### src/rtl/program_loader.sv
// Host-link program loader: unpacks a length-prefixed byte stream into 16-bit
// instruction words, writes them to instruction memory and stalls the cores meanwhile.
module program_loader #(
   parameter int PC_WIDTH  = 12,
   parameter int MAX_WORDS = 4096
) (
   input  logic                clk,
   input  logic                rst_n,
   input  logic                start,
   input  logic                in_valid,
   input  logic [7:0]          in_data,
   output logic                in_ready,
   output logic                imem_we,
   output logic [PC_WIDTH-1:0] imem_addr,
   output logic [15:0]         imem_wdata,
   output logic                hold_core,
   output logic                busy,
   output logic                done,
   output logic                error,
   output logic [PC_WIDTH:0]   words_loaded
);

   typedef enum logic [2:0] {
      S_IDLE   = 3'd0,
      S_LEN_HI = 3'd1,
      S_LEN_LO = 3'd2,
      S_INS_HI = 3'd3,
      S_INS_LO = 3'd4,
      S_DONE   = 3'd5,
      S_ERR    = 3'd6
   } state_t;

   localparam logic [16:0]     MAX_LEN  = 17'(MAX_WORDS);
   localparam logic [PC_WIDTH:0] WORD_ONE = {{PC_WIDTH{1'b0}}, 1'b1};

   // Opcode 4'hF is the only undefined encoding.
   function automatic logic opcode_illegal(input logic [3:0] opcode);
      return (opcode == 4'hF);
   endfunction

   state_t                state_q, state_d;
   logic                  in_ready_q, in_ready_d;
   logic [7:0]            len_hi_q, len_hi_d;
   logic [PC_WIDTH:0]     n_q, n_d;
   logic [7:0]            hi_q, hi_d;
   logic                  we_q, we_d;
   logic [PC_WIDTH-1:0]   addr_q, addr_d;
   logic [15:0]           wdata_q, wdata_d;
   logic                  busy_q, busy_d;
   logic                  hold_q, hold_d;
   logic                  done_q, done_d;
   logic                  error_q, error_d;
   logic [PC_WIDTH:0]     words_q, words_d;
   logic                  hs_s;
   logic [16:0]           len_s;
   logic [PC_WIDTH:0]     words_inc_s;

   assign hs_s        = in_valid && in_ready_q;
   assign len_s       = {1'b0, len_hi_q, in_data};
   assign words_inc_s = words_q + WORD_ONE;

   // Next-state and next-output computation.
   always_comb begin
      state_d  = state_q;
      len_hi_d = len_hi_q;
      n_d      = n_q;
      hi_d     = hi_q;
      we_d     = 1'b0;
      addr_d   = addr_q;
      wdata_d  = wdata_q;
      busy_d   = busy_q;
      hold_d   = hold_q;
      done_d   = 1'b0;
      error_d  = error_q;
      words_d  = words_q;

      // Release the cores one cycle after the final write.
      if (done_q) begin
         busy_d = 1'b0;
         hold_d = 1'b0;
      end else begin
         busy_d = busy_q;
      end

      case (state_q)
         S_IDLE, S_DONE, S_ERR: begin
            if (start && !busy_q) begin
               state_d = S_LEN_HI;
               busy_d  = 1'b1;
               hold_d  = 1'b1;
               error_d = 1'b0;
               words_d = '0;
            end else begin
               state_d = state_q;
            end
         end
         S_LEN_HI: begin
            if (hs_s) begin
               len_hi_d = in_data;
               state_d  = S_LEN_LO;
            end else begin
               state_d = state_q;
            end
         end
         S_LEN_LO: begin
            if (hs_s) begin
               if ((len_s == 17'd0) || (len_s > MAX_LEN)) begin
                  state_d = S_ERR;
                  error_d = 1'b1;
                  busy_d  = 1'b0;
               end else begin
                  n_d     = len_s[PC_WIDTH:0];
                  state_d = S_INS_HI;
               end
            end else begin
               state_d = state_q;
            end
         end
         S_INS_HI: begin
            if (hs_s) begin
               hi_d    = in_data;
               state_d = S_INS_LO;
            end else begin
               state_d = state_q;
            end
         end
         S_INS_LO: begin
            if (hs_s) begin
               if (opcode_illegal(hi_q[7:4])) begin
                  state_d = S_ERR;
                  error_d = 1'b1;
                  busy_d  = 1'b0;
               end else begin
                  we_d    = 1'b1;
                  addr_d  = words_q[PC_WIDTH-1:0];
                  wdata_d = {hi_q, in_data};
                  words_d = words_inc_s;
                  if (words_inc_s == n_q) begin
                     state_d = S_DONE;
                     done_d  = 1'b1;
                  end else begin
                     state_d = S_INS_HI;
                  end
               end
            end else begin
               state_d = state_q;
            end
         end
         default: begin
            state_d = S_IDLE;
         end
      endcase

      in_ready_d = (state_d == S_LEN_HI) || (state_d == S_LEN_LO) ||
                   (state_d == S_INS_HI) || (state_d == S_INS_LO);
   end

   // State and registered-output update.
   always_ff @(posedge clk or negedge rst_n) begin
      if (!rst_n) begin
         state_q    <= S_IDLE;
         in_ready_q <= 1'b0;
         len_hi_q   <= 8'h00;
         n_q        <= '0;
         hi_q       <= 8'h00;
         we_q       <= 1'b0;
         addr_q     <= '0;
         wdata_q    <= 16'h0000;
         busy_q     <= 1'b0;
         hold_q     <= 1'b1;
         done_q     <= 1'b0;
         error_q    <= 1'b0;
         words_q    <= '0;
      end else begin
         state_q    <= state_d;
         in_ready_q <= in_ready_d;
         len_hi_q   <= len_hi_d;
         n_q        <= n_d;
         hi_q       <= hi_d;
         we_q       <= we_d;
         addr_q     <= addr_d;
         wdata_q    <= wdata_d;
         busy_q     <= busy_d;
         hold_q     <= hold_d;
         done_q     <= done_d;
         error_q    <= error_d;
         words_q    <= words_d;
      end
   end

   assign in_ready     = in_ready_q;
   assign imem_we      = we_q;
   assign imem_addr    = addr_q;
   assign imem_wdata   = wdata_q;
   assign hold_core    = hold_q;
   assign busy         = busy_q;
   assign done         = done_q;
   assign error        = error_q;
   assign words_loaded = words_q;

endmodule

### config.mk
export PLATFORM = sky130hd
export DESIGN_NAME = program_loader
export DESIGN_NICKNAME = d
export VERILOG_FILES = /design/src/rtl/program_loader.sv
export SDC_FILE = /design/constraint.sdc
export NUM_CORES = 1
export LEC_CHECK = 0
export ABC_AREA = 1
export CAP_MARGIN = 20
export CORE_ASPECT_RATIO = 1.75
export CORE_MARGIN = 2
export CORE_UTILIZATION = 28
export CTS_BUF_LIST = sky130_fd_sc_hd__clkbuf_8
export CTS_CLUSTER_DIAMETER = 150
export DETAILED_ROUTE_END_ITERATION = 10
export HOLD_SLACK_MARGIN = 0.12
export SETUP_SLACK_MARGIN = 0.02
export SLEW_MARGIN = 20
export SYNTH_ARGS = -nofsm -noshare
export SYNTH_HDL_FRONTEND = slang
export SYNTH_SLANG_ARGS = --single-unit
### constraint.sdc
create_clock -name clk -period 3.1 [get_ports clk]
set_input_delay 0.62 -clock clk [delete_from_list [all_inputs] [get_ports clk]]
set_output_delay 0.62 -clock clk [all_outputs]
set_load 0.03 [all_outputs]
==> results by group, run 1 <==
Worst setup path
  – Reg-to-Reg End: in_ready
  – Endpoint class of the critical path: output pin
  – Critical path class: reg2out
  – CP startpoint kind: flop
  – Buf/Inv on CP: 1
  – Kind of cell adding the most delay to the critical path: buffers and inverters
  – Largest stage delay on the critical path: 720 ps
  – CP cell instances: clkdlybuf4s50_1
  – Max FO, Critical Path: 6
  – Reg-to-Reg Start: words_loaded[0]
  – WP data required: between 2000 and 2500 ps
  – Crit-path slowest cell: clkdlybuf4s50_1
  – WP data arrival: 1590 ps
  – Reg2reg setup slack: between 900 and 1000 ps
  – Worst r2r path cells: 15

Min path
  – Worst hold path class: in2async

Timing
  – Hold Violations, Final: 0
  – Hold WS: around 140 ps
  – Worst-margin pin slew: 507 ps
  – Fmax: 453 MHz
  – Worst slew margin: 66.2%
  – Fin crit period: around 2200 ps
  – RSZ-0062 raised after global routing: false
  – Max Slew Vio Count: 0
  – Clk_skew: around 15 ps
  – Setup TNS: 0 ps
  – Final setup vio count: 0
  – Period utilisation layout: slightly above 70%

Synthesis
  – Most frequent cell after synthesis: nand2_1
  – Mapped Cells: 457
  – Cell taking the most area after synthesis: dfrtp_1
  – Syn_nets: 470
  – Post-synth EDFFs: 0
  – Top-area cell type share of the netlist area: between 50 and 60%
  – Avg Cell Area, Syn: between 8 and 9 µm²
  – Post-synth top cells: nand2_1, dfrtp_1, o21ai_0
  – Cell Area, Synth: roughly 3700 µm²
  – Ys async rst share: 100%
  – Synth area leaders: dfrtp_1, nand2_1, o21ai_0
  – Sequential share of the synthesized area: about 54%
  – Main synth FF type: dfrtp_1
  – Yosys Warn Count: 0
  – Yosys cell types: 29
  – Synth Register Bits: 79

GRT
  – GRT Overall Usage: 14.2%
  – First-pass GRT wire length: 15800 µm
  – Vias in the first global route: between 3000 and 4000
  – Largest net degree at the start of global routing: 80
  – M2 GR Usage: between 20% and 30%
  – Gr ovfl total: 0
  – Met3 Usage GRT: under 10%
  – Initial antenna violation count: 0
  – Most Used Layer, Global Route: met2
  – M1 GR Usage: between 10% and 20%

Drt
  – Drt first pass iters: 5
  – Final wirelength: 9530 µm
  – DRC viols: 0
  – First DRT Iteration DRCs: between 150 and 200
  – DRT antenna net count: 0
  – Wire per inst: roughly 14 µm
  – Via/cell ratio: roughly 4.6
  – Via count: 3254

Floorplan
  – Initial Util: between 20 and 30%
  – Die area: between 10000 and 15000 µm²
  – Ports: between 50 and 60
  – Die width: 90.7 µm
  – Height of the die: between 150 and 200 µm
  – Core outline area: 12900 µm²
  – Row cnt: 55

Layout
  – Area Overhead vs Synth: 27.6%
  – FILL cells: 1354
  – Diodes inserted: 0
  – Multi-input gate area: about 1500 µm²
  – Share of layout cells above drive strength 1: ~8%
  – FF+latch area: about 2000 µm²
  – # nets final: 537

Place
  – GPL Wtd Cong: 0.861
  – Port bufs: 58
  – DPL Wire Length: just over 7000 µm

CTS
  – CTS Buffer Depth: 2
  – Clock transition at path regs: ~100 ps
  – Latest clock arrival within the worst-skew pair: between 300 and 400 ps
  – Clock root cell: clkbuf_8
  – CTS HTree Levels: 3
  – # clock sinks: approximately 80
  – Post-CTS sizing: 0
  – Setup bufs post-CTS: 0
  – Cts bufs inserted: 9
  – CTS hold repair buffers: 0
  – CTS tree: built

Power and ir drop
  – Power Density: about 970 nW/µm²
  – P_leak: around 2.2 nW
  – Maximum vdd drop: 0.356 mV

Run
  – MaxCap Viol Count: 0

Run status
  – Status: finished, final reports clean
-- report_power, final --
part | total, mW | switching (mW) | internal, mW
clock network | 0.733 | 0.427 | 0.306
registers | 1.77 | 0.332 | 1.44
logic | 2.04 | 1.26 | 0.784
-- cell families after synthesis --
logic type | count (synthesis) | share of synthesized area, %
compound gates | 82 | 11.7
xor+xnor | 2 | 0.476
fa+ha+maj | 1 | 0.340
buf+inv | 66 | 6.93
flops | 79 | 53.7
simple gates | 227 | 26.9
-- flip-flops by register name, summed over array words and instances (netlist names), 3 cells and up --
| register | flops |
|---|---|
| words_loaded | 13 |
| len_hi_q | 8 |
| imem_addr | 12 |
| n_q | 13 |
| hi_q | 8 |
| imem_wdata | 16 |
| state_q | 3 |
-- how the worst max path moves through the flow --
stage,startpoint,end,slack (ps),cells past startpoint
after floorplan,words_loaded[0],in_ready,1100,16
after global placement,in_data[6],n_q[10],640,12
after detailed placement,in_data[7],n_q[11],610,12
after CTS,words_loaded[0],words_loaded[0],870,1
after global routing,words_loaded[0],in_ready,660,15
final,words_loaded[0],words_loaded[0],890,1
-- final cells by class --
| type | instances | area share (%) |
|---|---|---|
| Clock buffer | 9 | 2.64 |
| Timing Repair Buffer | 67 | 14.2 |
| Inverter | 55 | 4.39 |
| Clock inverter | 7 | 1.30 |
| Multi-Input combinational cell | 312 | 30.9 |
| Sequential cell | 79 | 42.1 |
| Tap cell | 171 | 4.55 |
-- metal layers --
layer,share of wire (%),vias up
met3,3.9,28
met2,54,89
met4,4.2,0
li1,-,1610
met1,38,1527
met5,0,-
-- through the flow --
step | cell area (µm²) | instances | power (mW) | utilization, % | worst slack, ps
after floorplan | 3680 | 457 | 3.01 | - | 1100
after global placement | 4490 | 683 | 3.83 | 34.9 | 639
after detailed placement | 4490 | 683 | 3.84 | 34.9 | 605
after CTS | 4670 | 699 | 4.59 | 36.3 | 866
after global routing | 4700 | 700 | 4.89 | 36.5 | 661
final | 4700 | 700 | 4.55 | 36.5 | 891
-- layout by cell type (no fill, tap or decap), types with 2 or more instances in the layout --
cell type        netlist  routed
a21oi_1                8       8
buf_4                  0       9
clkbuf_8               0       9
clkdlybuf4s50_1        0      57
clkinvlp_4             0       2
dfrtp_1               78      78
inv_1                 54      54
inv_6                  0       3
nand2_1              133     133
nand2_2                6       6
nand3_1               25      25
nand3_2                2       2
nand3b_1               3       3
nand4_1               10      10
nor2_1                40      40
nor2_2                 3       3
o21ai_0               62      62
o21ai_1                3       3
o221ai_1               2       2
o22ai_1                5       5
(Power assumes the default switching activity.)
==> run 2, diff against run 1 <==
clock period = 2.26 ns   (was 3.1 ns; I/O delays follow)
==> run 2 against run 1 <==
Effect of this change: die area unchanged; design area up 2.9%; largest cell class unchanged; first-iteration DRC count rose by 4.5%; worst hold slack got worse by 7.1 ps; power increased by 39%; clock skew is essentially flat; utilization increased by 1.1 points; critical path type is now reg2reg; combinational power up 39%; global-route usage increased by 0.32 points; critical path depth increased by 14; count of clock-buffer cells in the layout grew 1.
==> results by group, run 2 (synthesized netlist as in run 1, its figures left out) <==
Power and ir drop
  – Maximum vdd drop: 0.368 mV
  – Seq pwr share: between 30% and 40%
  – Sw Share: roughly 42%
  – Power Density: around 1300 nW/µm²
  – P_leak: ~2.3 nW
  – Comb power frac: between 40 and 50%
  – Psw: around 2.7 mW
  – Pint: about 3.6 mW
  – Clk network pwr share: around 17%
  – Tot Pwr: roughly 6.3 mW

Place
  – GPL Wtd Cong: approximately 0.86
  – Inst Count DP: between 600 and 700
  – Port bufs: 58
  – DPL Wire Length: roughly 7200 µm

CTS
  – # clock sinks: 79
  – Clock transition at path regs: approximately 90 ps
  – Latest clock arrival within the worst-skew pair: 370 ps
  – Cts bufs inserted: 9
  – CTS hold repair buffers: 0
  – CTS tree: built
  – Clock root cell: clkbuf_8
  – CTS HTree Levels: 3
  – CTS Buffer Depth: 2

Timing
  – Fmax: between 400 and 500 MHz
  – Hold Violations, Final: 0
  – Final setup vio count: 0
  – Hold WS: around 130 ps
  – Max Slew Vio Count: 0
  – Period utilisation layout: approximately 90%
  – Worst-margin pin slew: between 700 and 800 ps
  – Fin crit period: roughly 2000 ps
  – Clk_skew: roughly 16 ps
  – RSZ-0062 raised after global routing: true
  – Worst slew margin: 51.9%

Drt
  – Wire per inst: approximately 13 µm
  – Final wirelength: roughly 9400 µm
  – Drt first pass iters: 5
  – DRT antenna net count: 0
  – Via/cell ratio: about 4.5
  – First DRT Iteration DRCs: ~180
  – Via count: ~3200
  – DRC viols: 0

GRT
  – First-pass GRT wire length: 16000 µm
  – Initial antenna violation count: 0
  – Largest net degree at the start of global routing: a little under 60
  – GRT Overall Usage: ~14%
  – Gr ovfl total: 0
  – Vias in the first global route: 3278

Min path
  – Worst hold path class: in2async

Floorplan
  – Core outline area: roughly 13000 µm²
  – Row cnt: 55
  – Initial Util: between 20% and 30%
  – Die width: slightly above 90 µm
  – Height of the die: 156 µm
  – Die area: about 14000 µm²
  – Ports: between 50 and 60

Worst setup path
  – WP data required: approximately 2500 ps
  – Max FO, Critical Path: 5
  – CP startpoint kind: flop
  – Critical path class: reg2reg
  – WP data arrival: ~2300 ps
  – Endpoint class of the critical path: flop

Layout
  – Most frequent cells in the layout: nand2_1, dfrtp_1, o21ai_0
  – Diodes inserted: 0
  – FILL cells: around 1300
  – Max reg flops: 16
  – Post-layout util: a little under two fifths
  – Share of layout cells above drive strength 1: 10.9%
  – # nets final: around 550
  – Post-Layout Cell Count: just over 700
  – Commonest non-fill, non-tap cell in the layout: nand2_1
  – Area Overhead vs Synth: 31.3%

Run status
  – Status: finished, final reports clean

Run
  – MaxCap Viol Count: 0
-- run 2: repair_timing --
item	CTS	global route
setup endpoints to repair	0	8
buffers inserted	0	1
resized for setup	0	6
-- run 2: critical path, stage by stage, from the launching register on --
cell      delay, ps
dfrtp_1         380
ha_2            210
nand2_2         100
buf_4           150
inv_1           100
nand2_2         100
o21ai_2         170
a21oi_1          80
nor2_1          170
nand3_1         130
nand2_1          70
nand2_1          50
nand2_2         100
nand2_1          60
clkinv_1         40
nor2_1           30
-- run 2: stage by stage --
step	TNS (ps)	instance area [µm²]	setup slack [ps]
after global routing	-88.5	4840	-88.5
final	0	4840	220
after CTS	0	4810	148
after detailed placement	-9.56	4600	-8.65
after floorplan	0	3680	258
after global placement	0	4600	60.4
-- run 2: layout make-up --
type	instances	area, µm²	share of cell area (%)
sequential	79	1980	40.9
clock inverter	6	67.6	1.40
clock buffer	10	138	2.85
inverter	55	210	4.35
timing repair buffer	79	761	15.7
multi-input combinational	312	1470	30.3
tap	171	214	4.42
-- run 2: path summary, 6_finish.rpt --
check                                start             end  slack (ps)  depth (start not counted)
setup / recovery           words_loaded[0]        in_ready         220                         15
hold / removal                       rst_n  imem_wdata[13]         130                          1
setup reg to reg           words_loaded[0]        in_ready         220                         15
hold reg to reg                  hold_core       hold_core         470                          2
max in group asynchronous            rst_n   imem_addr[10]        1430                          2
min in group clk                 hold_core       hold_core         470                          2
-- run 2: power groups by stage --
stage	Sequential (mW)	Clock (mW)	Combinational (mW)
after floorplan	2.96	0	1.17
after global placement	2.41	0	2.81
after detailed placement	2.43	0	2.85
after CTS	2.41	1.14	2.86
after global routing	2.49	1.19	3.18
final	2.40	1.09	2.84
-- run 2: layer usage --
layer,vias up,global-route usage (%),part of all wire [%]
met2,69,27.0,54
met3,21,2.90,3.1
li1,1631,-,-
met1,1492,15.0,39
met4,0,8.21,3.5
met5,-,0,0
